**config.mk**
```make
export PLATFORM = sky130hd
export DESIGN_NAME = multi_ro_rng_collector_flat
export DESIGN_NICKNAME = d
export VERILOG_FILES = /design/src/rtl/multi_ro_rng_collector_if.sv /design/src/rtl/multi_ro_rng_collector.sv /design/src/flat_wrapper.sv
export SDC_FILE = /design/constraint.sdc
export NUM_CORES = 1
export LEC_CHECK = 0
export CAP_MARGIN = 20
export CORE_MARGIN = 2
export CORE_UTILIZATION = 59
export CTS_BUF_LIST = sky130_fd_sc_hd__clkbuf_4
export CTS_CLUSTER_DIAMETER = 60
export CTS_CLUSTER_SIZE = 14
export DETAILED_ROUTE_END_ITERATION = 8
export PLACE_DENSITY_LB_ADDON = 0.25
export SKIP_CTS_REPAIR_TIMING = 1
export SLEW_MARGIN = 10
export SYNTH_ARGS = -nofsm -noshare
export SYNTH_HDL_FRONTEND = slang
export SYNTH_SLANG_ARGS = --single-unit
```
**constraint.sdc**
```tcl
create_clock -name clk -period 2.7 [get_ports clk]
set_input_delay 0.54 -clock clk [delete_from_list [all_inputs] [get_ports clk]]
set_output_delay 0.54 -clock clk [all_outputs]
set_load 0.05 [all_outputs]
```
**src/rtl/multi_ro_rng_collector_if.sv**
```systemverilog
// Entropy collector port bundle: raw ring-oscillator inputs, run control and the output word handshake.
interface multi_ro_rng_collector_if #(
    parameter int NCH   = 4,
    parameter int WIDTH = 8
) ();
    logic [NCH-1:0]   ro_bits;
    logic             enable;
    logic             out_ready;
    logic             out_valid;
    logic [WIDTH-1:0] out_word;
    logic             health_fail;
    logic             busy;

    modport master (
        input  ro_bits, enable, out_ready,
        output out_valid, out_word, health_fail, busy
    );

    modport slave (
        output ro_bits, enable, out_ready,
        input  out_valid, out_word, health_fail, busy
    );
endinterface

```
**src/rtl/multi_ro_rng_collector.sv**
```systemverilog
// Purpose: XOR-combines synchronized ring-oscillator channels, optional von Neumann debias, packs WIDTH-bit words.
// Latency: one raw bit per DECIM cycles; a word appears the cycle after its last accepted bit.
// Backpressure: a finished word with the output still occupied parks in STALL with the divider frozen.
module multi_ro_rng_collector #(
    parameter int NCH        = 4,
    parameter int WIDTH      = 8,
    parameter int DECIM      = 16,
    parameter int VN_EN      = 1,
    parameter int RCT_CUTOFF = 32
) (
    input  logic                  clk,
    input  logic                  rst_b,
    multi_ro_rng_collector_if.master bus
);
    localparam int DIV_W = $clog2(DECIM);
    localparam int CNT_W = $clog2(WIDTH);

    typedef enum logic [1:0] {IDLE, COLLECT, STALL, FAIL} state_t;

    state_t           state, state_nxt;
    logic [NCH-1:0]   sync_q1, sync_q2;
    logic [DIV_W-1:0] div_cnt;
    logic [CNT_W-1:0] bit_cnt;
    logic [WIDTH-1:0] shreg, out_word_q, word_nxt;
    logic             out_valid_q;
    logic             vn_have, vn_first;
    logic [7:0]       rct_cnt, rct_nxt;
    logic             prev_bit;
    logic             raw_bit, tick, rct_trip, acc_vld, acc_bit, word_done, handshake;

    assign raw_bit   = ^sync_q2;
    assign handshake = out_valid_q && bus.out_ready;
    assign tick      = (state == COLLECT) && bus.enable && (div_cnt == DIV_W'(DECIM - 1));

    always_comb begin
        rct_nxt = 8'd1;
        if ((rct_cnt != 8'd0) && (raw_bit == prev_bit))
            rct_nxt = (rct_cnt == 8'd255) ? rct_cnt : rct_cnt + 8'd1;
        rct_trip = tick && (rct_nxt >= 8'(RCT_CUTOFF));

        // Debiased bit is the first of a differing pair
        acc_vld = 1'b0;
        acc_bit = raw_bit;
        if (tick) begin
            if (VN_EN == 0) begin
                acc_vld = 1'b1;
            end else if (vn_have && (vn_first != raw_bit)) begin
                acc_vld = 1'b1;
                acc_bit = vn_first;
            end
        end
        word_nxt  = {shreg[WIDTH-2:0], acc_bit};
        word_done = acc_vld && (bit_cnt == CNT_W'(WIDTH - 1));
    end

    always_comb begin
        state_nxt = state;
        case (state)
            IDLE:    if (bus.enable) state_nxt = COLLECT;
            COLLECT: begin
                if (!bus.enable)
                    state_nxt = IDLE;
                else if (rct_trip)
                    state_nxt = FAIL;
                else if (word_done && out_valid_q && !bus.out_ready)
                    state_nxt = STALL;
            end
            STALL: begin
                if (!bus.enable)
                    state_nxt = IDLE;
                else if (handshake)
                    state_nxt = COLLECT;
            end
            FAIL:    state_nxt = FAIL;
            default: state_nxt = IDLE;
        endcase
    end

    always_ff @(posedge clk) begin
        if (!rst_b)
            state <= IDLE;
        else
            state <= state_nxt;
    end

    always_ff @(posedge clk) begin
        if (!rst_b) begin
            sync_q1     <= '0;
            sync_q2     <= '0;
            div_cnt     <= '0;
            bit_cnt     <= '0;
            shreg       <= '0;
            out_word_q  <= '0;
            out_valid_q <= 1'b0;
            vn_have     <= 1'b0;
            vn_first    <= 1'b0;
            rct_cnt     <= 8'd0;
            prev_bit    <= 1'b0;
        end else begin
            sync_q1 <= bus.ro_bits;
            sync_q2 <= sync_q1;

            // Health state survives IDLE; only reset clears it
            if (tick) begin
                prev_bit <= raw_bit;
                rct_cnt  <= rct_nxt;
            end

            if (handshake)
                out_valid_q <= 1'b0;

            if (state_nxt == FAIL) begin
                out_valid_q <= 1'b0;
                shreg       <= '0;
                bit_cnt     <= '0;
                div_cnt     <= '0;
                vn_have     <= 1'b0;
            end else if ((state_nxt == IDLE) || (state == IDLE)) begin
                shreg   <= '0;
                bit_cnt <= '0;
                div_cnt <= '0;
                vn_have <= 1'b0;
            end else if (state == COLLECT) begin
                div_cnt <= tick ? '0 : div_cnt + DIV_W'(1);
                if (tick && (VN_EN != 0)) begin
                    vn_have  <= !vn_have;
                    vn_first <= raw_bit;
                end
                if (acc_vld) begin
                    if (word_done) begin
                        bit_cnt <= '0;
                        if (!out_valid_q || bus.out_ready) begin
                            out_word_q  <= word_nxt;
                            out_valid_q <= 1'b1;
                            shreg       <= '0;
                        end else begin
                            shreg <= word_nxt;
                        end
                    end else begin
                        shreg   <= word_nxt;
                        bit_cnt <= bit_cnt + CNT_W'(1);
                    end
                end
            end else if ((state == STALL) && handshake) begin
                out_word_q  <= shreg;
                out_valid_q <= 1'b1;
                div_cnt     <= '0;
                shreg       <= '0;
            end
        end
    end

    assign bus.out_valid   = out_valid_q;
    assign bus.out_word    = out_word_q;
    assign bus.busy        = (state != IDLE);
    assign bus.health_fail = (state == FAIL);
endmodule

```
**src/flat_wrapper.sv**
```systemverilog
// flat-port wrapper written by rule: the top's interface ports become plain ports
module multi_ro_rng_collector_flat 
#(
    parameter int NCH        = 4,
    parameter int WIDTH      = 8,
    parameter int DECIM      = 16,
    parameter int VN_EN      = 1,
    parameter int RCT_CUTOFF = 32
)
  (clk, rst_b, bus_ro_bits, bus_enable, bus_out_ready, bus_out_valid, bus_out_word, bus_health_fail, bus_busy);
  multi_ro_rng_collector_if #(.NCH(NCH), .WIDTH(WIDTH)) bus_i ();
  input  logic clk;
  input  logic rst_b;
  input wire logic [$bits(bus_i.ro_bits)-1:0] bus_ro_bits;
  input wire logic [$bits(bus_i.enable)-1:0] bus_enable;
  input wire logic [$bits(bus_i.out_ready)-1:0] bus_out_ready;
  output wire logic [$bits(bus_i.out_valid)-1:0] bus_out_valid;
  output wire logic [$bits(bus_i.out_word)-1:0] bus_out_word;
  output wire logic [$bits(bus_i.health_fail)-1:0] bus_health_fail;
  output wire logic [$bits(bus_i.busy)-1:0] bus_busy;
  assign bus_i.ro_bits = bus_ro_bits;
  assign bus_i.enable = bus_enable;
  assign bus_i.out_ready = bus_out_ready;
  assign bus_out_valid = bus_i.out_valid;
  assign bus_out_word = bus_i.out_word;
  assign bus_health_fail = bus_i.health_fail;
  assign bus_busy = bus_i.busy;
  multi_ro_rng_collector #(.NCH(NCH), .WIDTH(WIDTH), .DECIM(DECIM), .VN_EN(VN_EN), .RCT_CUTOFF(RCT_CUTOFF)) u_core (.clk(clk), .rst_b(rst_b), .bus(bus_i));
endmodule
```
* Word-level counts from Yosys, hierarchy flattened
Index checks and enable logic that the tools add are counted.
** Word-level totals
- Register bits after elaboration :: 45
- Bits of input ports :: 8
- Output and inout bits :: 11
- Word-level logic and storage cells :: 93
** Cells by class
- Add/subtract/negate cells :: 3
- Magnitude comparators :: 1
- Eq/ne operators :: 12
- Muxes and demuxes :: 34
- Bitwise gates (word level) :: 3
- Reduce and logical (&&, ||, !) cells :: 28
** Operators with widths (count)
- two-way mux 8 bit :: 12
- two-way mux 2 bit :: 6
- two-way mux 4 bit :: 3
- two-way mux 1 bit :: 11
- logical AND 1 bit :: 10
- adder 8 x 1 -> 8 bit, second input constant :: 1
- equality test 8 bit, second input constant :: 1
- greater-or-equal comparator 8 x 6 -> 1 bit, second input constant :: 1
- one-hot mux 2 bit (4 select lines) :: 1
- nonzero test 8 bit :: 1
- equality test 2 bit, second input constant :: 3
- AND reduction 2 bit :: 3
- AND reduction 6 bit :: 1
- adder 4 x 1 -> 4 bit, second input constant :: 1
- equality test 4 bit, second input constant :: 1
- zero test 2 bit :: 2
- != test 2 x 1 -> 1 bit, second input constant :: 2
- AND reduction 4 bit :: 1
- nonzero test 2 bit :: 2
- XOR reduction 4 bit :: 1
- adder 3 x 1 -> 3 bit, second input constant :: 1
- equality test 3 bit, second input constant :: 1
- zero test 1 bit :: 3
- two-way mux 3 bit :: 1
- 8 further kinds :: 11

* Longest topological paths before layout
Gate-level depths: netlist of run 1.
- Word-level depth :: 16
- Gate-level depth with buffers :: 8
- Mapped depth without buffers :: 7

* Worst setup path before layout of run 1
Ideal clock, no wire load.
- Path type :: register -> register
- Start :: register u_core.sync_q2[3]
- End :: register u_core.div_cnt[1]
- Setup time :: 0.117 ns
- Arrival time :: 1.767 ns
- Required time :: 2.583 ns
- Setup slack :: 0.816 ns
- Cell stages (with the launch flop) :: 8
- Buffers on the path :: 1
- Clock period less this slack :: 1.884 ns
- Path through :: dfxtp_1 -> xnor2_2 -> xor3_1 -> nor3_4 -> o31ai_4 -> nand4_4 -> buf_6 -> nor2_1
** Between the ends
- Word-level cells in the longest chain between the ends :: 15
- Elaborated cells on any way between the ends :: 21
- Those cells by class :: order compare (1); eq/ne (3); mux (7); reduce/logical (10)
** RTL lines
- start: declaration :: line multi_ro_rng_collector.sv:21 : logic [NCH-1:0] sync_q1, sync_q2;
- start signal: assignment :: line multi_ro_rng_collector.sv:101 : sync_q2 <= sync_q1;
- XOR reduction 4 bit (*) :: line multi_ro_rng_collector.sv:31 : assign raw_bit = ^sync_q2;
- branches (longest 8 deep; another with greater-or-equal comparator 8 x 6 -> 1 bit)
- two-way mux 2 bit (*) :: line multi_ro_rng_collector.sv:63 : else if (rct_trip)
- two-way mux 2 bit (*) :: line multi_ro_rng_collector.sv:61 : if (!bus.enable)
- one-hot mux 2 bit (4 select lines) (*) :: line multi_ro_rng_collector.sv:58 : case (state)
- zero test 2 bit :: line multi_ro_rng_collector.sv:118 : end else if ((state_nxt == IDLE) || (state == IDLE)) begin
- logical OR 1 bit :: line multi_ro_rng_collector.sv:118
- OR reduction 3 bit (no line) (*)
- end signal: assignment :: line multi_ro_rng_collector.sv:124 : div_cnt <= tick ? '0 : div_cnt + DIV_W'(1);
- end: declaration :: line multi_ro_rng_collector.sv:22 : logic [DIV_W-1:0] div_cnt;
Mark *: on every way between the ends.
A chain may end at the register's enable or synchronous reset.

* Worst setup path after layout of run 1
- Start :: register u_core.state[0]
- End :: output port bus_health_fail
** Between the ends
- Word-level cells in the longest chain between the ends :: 1
** RTL lines
- start: declaration :: line multi_ro_rng_collector.sv:20 : state_t state, state_nxt;
- start signal: assignment :: line multi_ro_rng_collector.sv:83 : state <= state_nxt;
- equality test 2 bit :: line multi_ro_rng_collector.sv:156 : assign bus.health_fail = (state == FAIL);
- end: declaration :: line flat_wrapper.sv:19 : output wire logic [$bits(bus_i.health_fail)-1:0] bus_health_fail;
Every way passes these cells.

==> results of run 1 <==
worst min path at each step:
stage / from / to / slack (ns) / depth (start not counted)
global route: u_core.sync_q1[2] / u_core.sync_q2[2] / 0.47 / 1
global placement: u_core.sync_q1[2] / u_core.sync_q2[2] / 0.41 / 1
floorplan: u_core.sync_q1[0] / u_core.sync_q2[0] / 0.41 / 1
finish: u_core.sync_q1[1] / u_core.sync_q2[1] / 0.45 / 1
detailed placement: u_core.sync_q1[3] / u_core.sync_q2[3] / 0.42 / 1
CTS: u_core.sync_q1[1] / u_core.sync_q2[1] / 0.45 / 1
power by group:
group          internal (mW)  switching [mW]
logic                 0.0395          0.0416
clock network          0.134           0.194
registers              0.670         0.00465
total                  0.844           0.240
per-layer routing:
| metal | vias up | part of all wire, % |
|---|---|---|
| li1 | 922 | - |
| met1 | 811 | 47 |
| met2 | 48 | 46 |
| met3 | 8 | 4.5 |
| met4 | 0 | 2.2 |
| met5 | - | 0 |
through the flow:
| stage | power, mW | instances |
|---|---|---|
| after global placement | 0.7696 | 312 |
| after CTS | 1.097 | 320 |
| after global routing | 1.135 | 320 |
| after detailed placement | 0.7709 | 312 |
| final | 1.084 | 320 |
| after floorplan | 0.7449 | 252 |
area by class of cell:
cell class	instances	area, um^2
Sequential cell	45	900.9
Multi-Input combinational cell	187	1244
Fill cell	302	1117
Tap cell	48	60.06
Timing Repair Buffer	23	217.7
Inverter	9	33.78
Clock buffer	8	60.06
cells by family after synthesis:
kind of cell,after synthesis,synth area share [%]
multiplexers,8,3.648
AND/OR/NAND/NOR,106,25.48
buffers and inverters,20,3.815
adder cells (fa/ha/maj),5,2.806
AO/OA/AOI/OAI,58,18.24
XOR/XNOR,10,5.612
flip-flops,45,40.40
state kept, by name (all words and copies together), names as in the netlist, 2 cells and up, named ones only:
register             flops
u_core.bus.out_word      8
u_core.rct_cnt           8
u_core.shreg             8
u_core.div_cnt           4
u_core.sync_q1           4
u_core.sync_q2           4
u_core.bit_cnt           3
u_core.state             2
critical path, stage by stage (launching register included):
cell	delay (ns)
sky130_fd_sc_hd__dfxtp_1	0.58
sky130_fd_sc_hd__and2_1	0.26
sky130_fd_sc_hd__clkdlybuf4s50_1	0.82
layout by cell type (no fill, tap or decap), drive strengths merged, types with 4 or more instances in the layout:
master         count
dfxtp             45
nand2             36
a21oi             22
clkdlybuf4s50     18
and2              15
nor2              14
nand3             12
inv                9
clkbuf             8
o21ai              7
mux2i              7
and3               7
a31oi              6
ha                 5
buf                5
xnor2              5
o31ai              5
nor2b              4
nand2b             4
==> qor.log, run 1 <==
[place] Post-Place Setup Slack 0.2578 ns
[sta] total negative setup slack 0 ns
[sta] final critical path time including I/O delays and setup 2.550 ns
[layout] number of antenna repair diodes 0
[worst_hold_path] class of the worst hold path reg2reg
[layout] net count reported at finish 284
[setup_path] WP data arrival 2.01 ns
[yosys] warnings from Yosys 0
[place] total placed instance area 2456 um^2
[yosys] Seq cells post-synth 45
[floorplan] area of the die 4287 um^2
[sta] Max transition margin 63.01%
[power] largest voltage drop on the vdd net 0.3318 mV
[power] P_leak 0.9477 nW
[floorplan] Placement Rows 22
[global_routing] met3 routing resource usage after global routing 5.993%
[place] placer's final routability congestion estimate 0.8526
[yosys] Post-Synthesis Cells 252
[layout] final design area excluding fillers 2516 um^2
[clock_tree] clock tree root buffer cell sky130_fd_sc_hd__clkbuf_4
[place] quantity of I/O buffers inserted on ports 18
[detailed_routing] detailed-route DRC error count 0
[global_routing] aggregate global routing overflow 0
[sta] number of max-slew violations in the final report 0
[sta] final cycle utilization of the critical path 94.44%
[layout] share of post-route cells with drive strength above 1 10.66%
[sta] clock tree skew after final layout 0.01264 ns
[yosys] unique cell type count in the Yosys netlist 52
[setup_path] CP Capture Type output port
[yosys] fraction of registers with async set/reset 0%
[sta] Worst Tran Pin Value 0.5549 ns
[yosys] number of enable flip-flop cells after synthesis 0
[detailed_routing] Vias per Instance 5.591
[sta] final setup margin 0.1500 ns
[clock_tree] CTS H-tree lvls 2
[layout] post-layout utilization of the core 69.25%
[yosys] synthesized area divided by synthesized cell count 8.848 um^2
[clock_tree] buffer levels on the longest clock path 2
[place] Final HPWL DP 3.134 mm
[yosys] top cell types by occurrence after synthesis sky130_fd_sc_hd__dfxtp_1, sky130_fd_sc_hd__nand2_1, sky130_fd_sc_hd__a21oi_1
[yosys] Net Count, Synth 265
[setup_path] critical register-to-register path endpoint u_core.div_cnt[1]
[global_routing] number of global-route vias before repair 1,626
[setup_path] CP Launch Point u_core.state[0]
[yosys] register area share after synthesis 40.40%
[global_routing] number of antenna violations at the first check in global routing 0
[detailed_routing] count of nets left with antenna violations after detail routing 0
[sta] Fin Hold WS 0.4453 ns
[clock_tree] clock slew seen by the registers of the worst setup and hold paths 0.10 ns
[sta] maximum clock rate 392.2 MHz
[outcome] run status completed
[setup_path] required time of the critical path 2.16 ns
[setup_path] type of origin of the critical path flip-flop
[sta] Final setup viols 0
[clock_tree] number of clock sinks seen by CTS 45
[detailed_routing] post-detailed-routing wire length 4.249 mm
[global_routing] pin count of the biggest net entering global routing 23
[setup_path] startpoint of the worst register-to-register path u_core.state[0]
[layout] Area growth syn-to-layout 12.85%
[yosys] Primary FF master, synth sky130_fd_sc_hd__dfxtp_1
[global_routing] met2 capacity usage during global routing 34.95%
[setup_path] Worst setup endpoint bus_health_fail
[clock_tree] Inserted Clock Buffers 5
[flow_run] max-capacitance violation count 0
[detailed_routing] detailed router's first-iteration violation count 104
[detailed_routing] number of detailed-routing iterations run before antenna repair 4
[global_routing] Top Usage Layer GRT met2
[yosys] share of Yosys cell area claimed by the top area cell type 40.40%
[setup_path] setup slack on the worst flop-to-flop path 0.60 ns
[global_routing] global-route total usage across every layer 22.87%
[floorplan] floorplan die height 65.48 um
[yosys] top area cells in the synthesized netlist sky130_fd_sc_hd__dfxtp_1, sky130_fd_sc_hd__nand2_1, sky130_fd_sc_hd__a21oi_1
[detailed_routing] Wirelength per Cell 13.28 um
[global_routing] global-route wire length before repair 7.458 mm
[global_routing] met1 layer usage reported by global route 29.93%
[detailed_routing] overall via count from detail_route 1,789
[floorplan] width of the die 65.48 um
[setup_path] cell count of the worst reg-to-reg path 6
[clock_tree] TritonCTS clock tree yes
[setup_path] startpoint-to-endpoint class of the critical path reg2out
[floorplan] Starting Density 61.36%
[power] power density cells 430.9 nW/um^2
[clock_tree] source-to-sink clock delay at the later pin of the worst-skew pair 0.35 ns
[floorplan] core area 3633 um^2
[floorplan] number of top-level pins 19
[sta] setup repair after global routing missed its margin false
[setup_path] top fanout value on the critical path 15
[yosys] cell type with the highest aggregate area in the netlist sky130_fd_sc_hd__dfxtp_1
[yosys] Cell Area, Synth 2230 um^2
[yosys] dominant cell by count in the synthesized netlist sky130_fd_sc_hd__dfxtp_1
[sta] final-report hold violation count 0
(Power assumes the default switching activity.)
==> inputs of run 2 (changes only) <==
Settings changed: GPL_TIMING_DRIVEN set to 0.
==> run 2 against run 1 <==
Final cell count grew 1.9%; sequential power about the same; setup slack better by 0.12 ns.
==> qor.log, run 2 (synthesized netlist as in run 1, its figures left out) <==
[setup_path] maximum single-stage delay on the critical path 0.64 ns
[place] number of cells after detailed placement 318
[clock_tree] CTS H-tree lvls 2
[clock_tree] number of clock sinks seen by CTS 45
[clock_tree] buffer levels on the longest clock path 2
[power] largest voltage drop on the vdd net 0.3289 mV
[detailed_routing] Vias per Instance 5.506
[sta] setup repair after global routing missed its margin false
[power] P_int 0.9127 mW
[sta] clock tree skew after final layout 0.01666 ns
[global_routing] global-route wire length before repair 7.679 mm
[layout] Area growth syn-to-layout 14.59%
[layout] most frequent cells in the layout sky130_fd_sc_hd__dfxtp_1, sky130_fd_sc_hd__nand2_1, sky130_fd_sc_hd__a21oi_1
[power] post-route total power 1.170 mW
[clock_tree] TritonCTS clock tree yes
[flow_run] max-capacitance violation count 0
[setup_path] critical path depth in cells 7
[sta] final setup margin 0.2657 ns
[layout] net count reported at finish 290
[sta] number of max-slew violations in the final report 0
[floorplan] number of top-level pins 19
[setup_path] startpoint of the worst register-to-register path u_core.div_cnt[0]
[clock_tree] Inserted Clock Buffers 5
[sta] Worst Tran Pin Value 0.6286 ns
[global_routing] pin count of the biggest net entering global routing 14
[layout] number of antenna repair diodes 0
[setup_path] Worst setup endpoint u_core.bus.out_word[1]
[detailed_routing] number of detailed-routing iterations run before antenna repair 4
[floorplan] width of the die 65.48 um
[detailed_routing] Wirelength per Cell 13.21 um
[place] Final HPWL DP 3.171 mm
[setup_path] worst-path cell with the longest stage delay sky130_fd_sc_hd__clkdlybuf4s50_1
[sta] final-report hold violation count 0
[setup_path] startpoint-to-endpoint class of the critical path in2reg
[setup_path] type of origin of the critical path primary input
[sta] Final setup viols 0
[power] power density cells 457.8 nW/um^2
[place] placer's final routability congestion estimate 0.8105
[sta] Fin Hold WS 0.4361 ns
[sta] final cycle utilization of the critical path 90.16%
[floorplan] floorplan die height 65.48 um
[layout] share of post-route cells with drive strength above 1 9.712%
[global_routing] number of global-route vias before repair 1,760
[setup_path] WP data arrival 2.71 ns
[clock_tree] source-to-sink clock delay at the later pin of the worst-skew pair 0.36 ns
[sta] maximum clock rate 410.8 MHz
[detailed_routing] overall via count from detail_route 1,795
[power] sequential group share of total power 57.5%
[place] quantity of I/O buffers inserted on ports 18
[global_routing] number of antenna violations at the first check in global routing 0
[outcome] run status completed
[power] net switching power figure 0.2569 mW
[setup_path] cells along the critical path clkdlybuf4s50_1 > and3_1 > and3_1 > nand3_1 > a22oi_1 > nand2_4 > o31ai_1
[place] total placed instance area 2470 um^2
[layout] final design area excluding fillers 2555 um^2
[sta] total negative setup slack 0 ns
[worst_hold_path] class of the worst hold path reg2reg
[layout] post-layout utilization of the core 70.32%
[setup_path] cell count of the worst reg-to-reg path 7
[detailed_routing] detailed router's first-iteration violation count 107
[global_routing] aggregate global routing overflow 0
[setup_path] Worst Path Buf+Inv 1
[floorplan] Placement Rows 22
[sta] Max transition margin 58.10%
[setup_path] CP Capture Type flip-flop
[layout] Final Instance Count excl. Fillers 326
[setup_path] cell type with the highest occurrence count on the critical path sky130_fd_sc_hd__and3_1
[floorplan] Starting Density 61.36%
[power] combinational share of power 7.2%
[setup_path] CP Launch Point bus_enable
[clock_tree] clock tree root buffer cell sky130_fd_sc_hd__clkbuf_4
[detailed_routing] detailed-route DRC error count 0
[power] net switching fraction of the power 21.96%
[place] Post-Place Setup Slack -0.09005 ns
[floorplan] core area 3633 um^2
[power] fraction of power consumed by the clock network 35.2%
[setup_path] critical register-to-register path endpoint u_core.bus.out_word[1]
[setup_path] required time of the critical path 2.97 ns
[setup_path] kind of cell adding the most delay to the critical path compound AO/OA/AOI/OAI gates
[setup_path] setup slack on the worst flop-to-flop path 0.55 ns
[clock_tree] clock slew seen by the registers of the worst setup and hold paths 0.14 ns
[layout] most common cell after layout, fill and taps aside sky130_fd_sc_hd__dfxtp_1
[global_routing] global-route total usage across every layer 23.00%
[detailed_routing] count of nets left with antenna violations after detail routing 0
[setup_path] top fanout value on the critical path 8
[floorplan] area of the die 4287 um^2
[detailed_routing] post-detailed-routing wire length 4.306 mm
[power] P_leak 0.9890 nW
[sta] final critical path time including I/O delays and setup 2.434 ns
[run 2: worst min-delay path by stage]
stage                      startpoint                 to  slack (ns)  depth (start not counted)
global placement    u_core.sync_q1[1]  u_core.sync_q2[1]        0.42                          1
floorplan           u_core.sync_q1[0]  u_core.sync_q2[0]        0.41                          1
CTS                 u_core.sync_q1[2]  u_core.sync_q2[2]        0.44                          1
finish              u_core.sync_q1[2]  u_core.sync_q2[2]        0.44                          1
detailed placement  u_core.sync_q1[0]  u_core.sync_q2[0]        0.42                          1
global route        u_core.sync_q1[0]  u_core.sync_q2[0]        0.46                          1
[run 2: final cells by class]
| type | instances | area (um^2) |
|---|---|---|
| Buffer | 11 | 52.55 |
| Clock buffer | 6 | 45.04 |
| Clock inverter | 2 | 33.78 |
| Fill cell | 302 | 1079 |
| Inverter | 9 | 33.78 |
| Multi-Input combinational cell | 187 | 1244 |
| Sequential cell | 45 | 900.9 |
| Tap cell | 48 | 60.06 |
| Timing Repair Buffer | 18 | 185.2 |
[run 2: routing by layer]
metal | wire [um] | global-route usage [%] | part of all wire [%] | vias up
met5 | 0 | 0 | 0 | -
met4 | 54 | 8.073 | 1.3 | 0
met3 | 121 | 4.452 | 2.8 | 5
met2 | 2036 | 39.67 | 47 | 23
met1 | 2094 | 28.59 | 49 | 833
li1 | - | - | - | 934
[run 2: power groups by stage]
stage	clock network, mW	registers, mW	logic [mW]
floorplan	0	0.688	0.0573
detailed placement	0	0.688	0.0837
global route	0.452	0.674	0.0930
global placement	0	0.688	0.0825
finish	0.412	0.673	0.0843
CTS	0.419	0.673	0.0842
==> inputs of run 3 (changes only) <==
Settings changed: CAP_MARGIN 20 to 15.
==> results of run 3 <==
Final layout, timing and power as in run 2 (identical DEF).
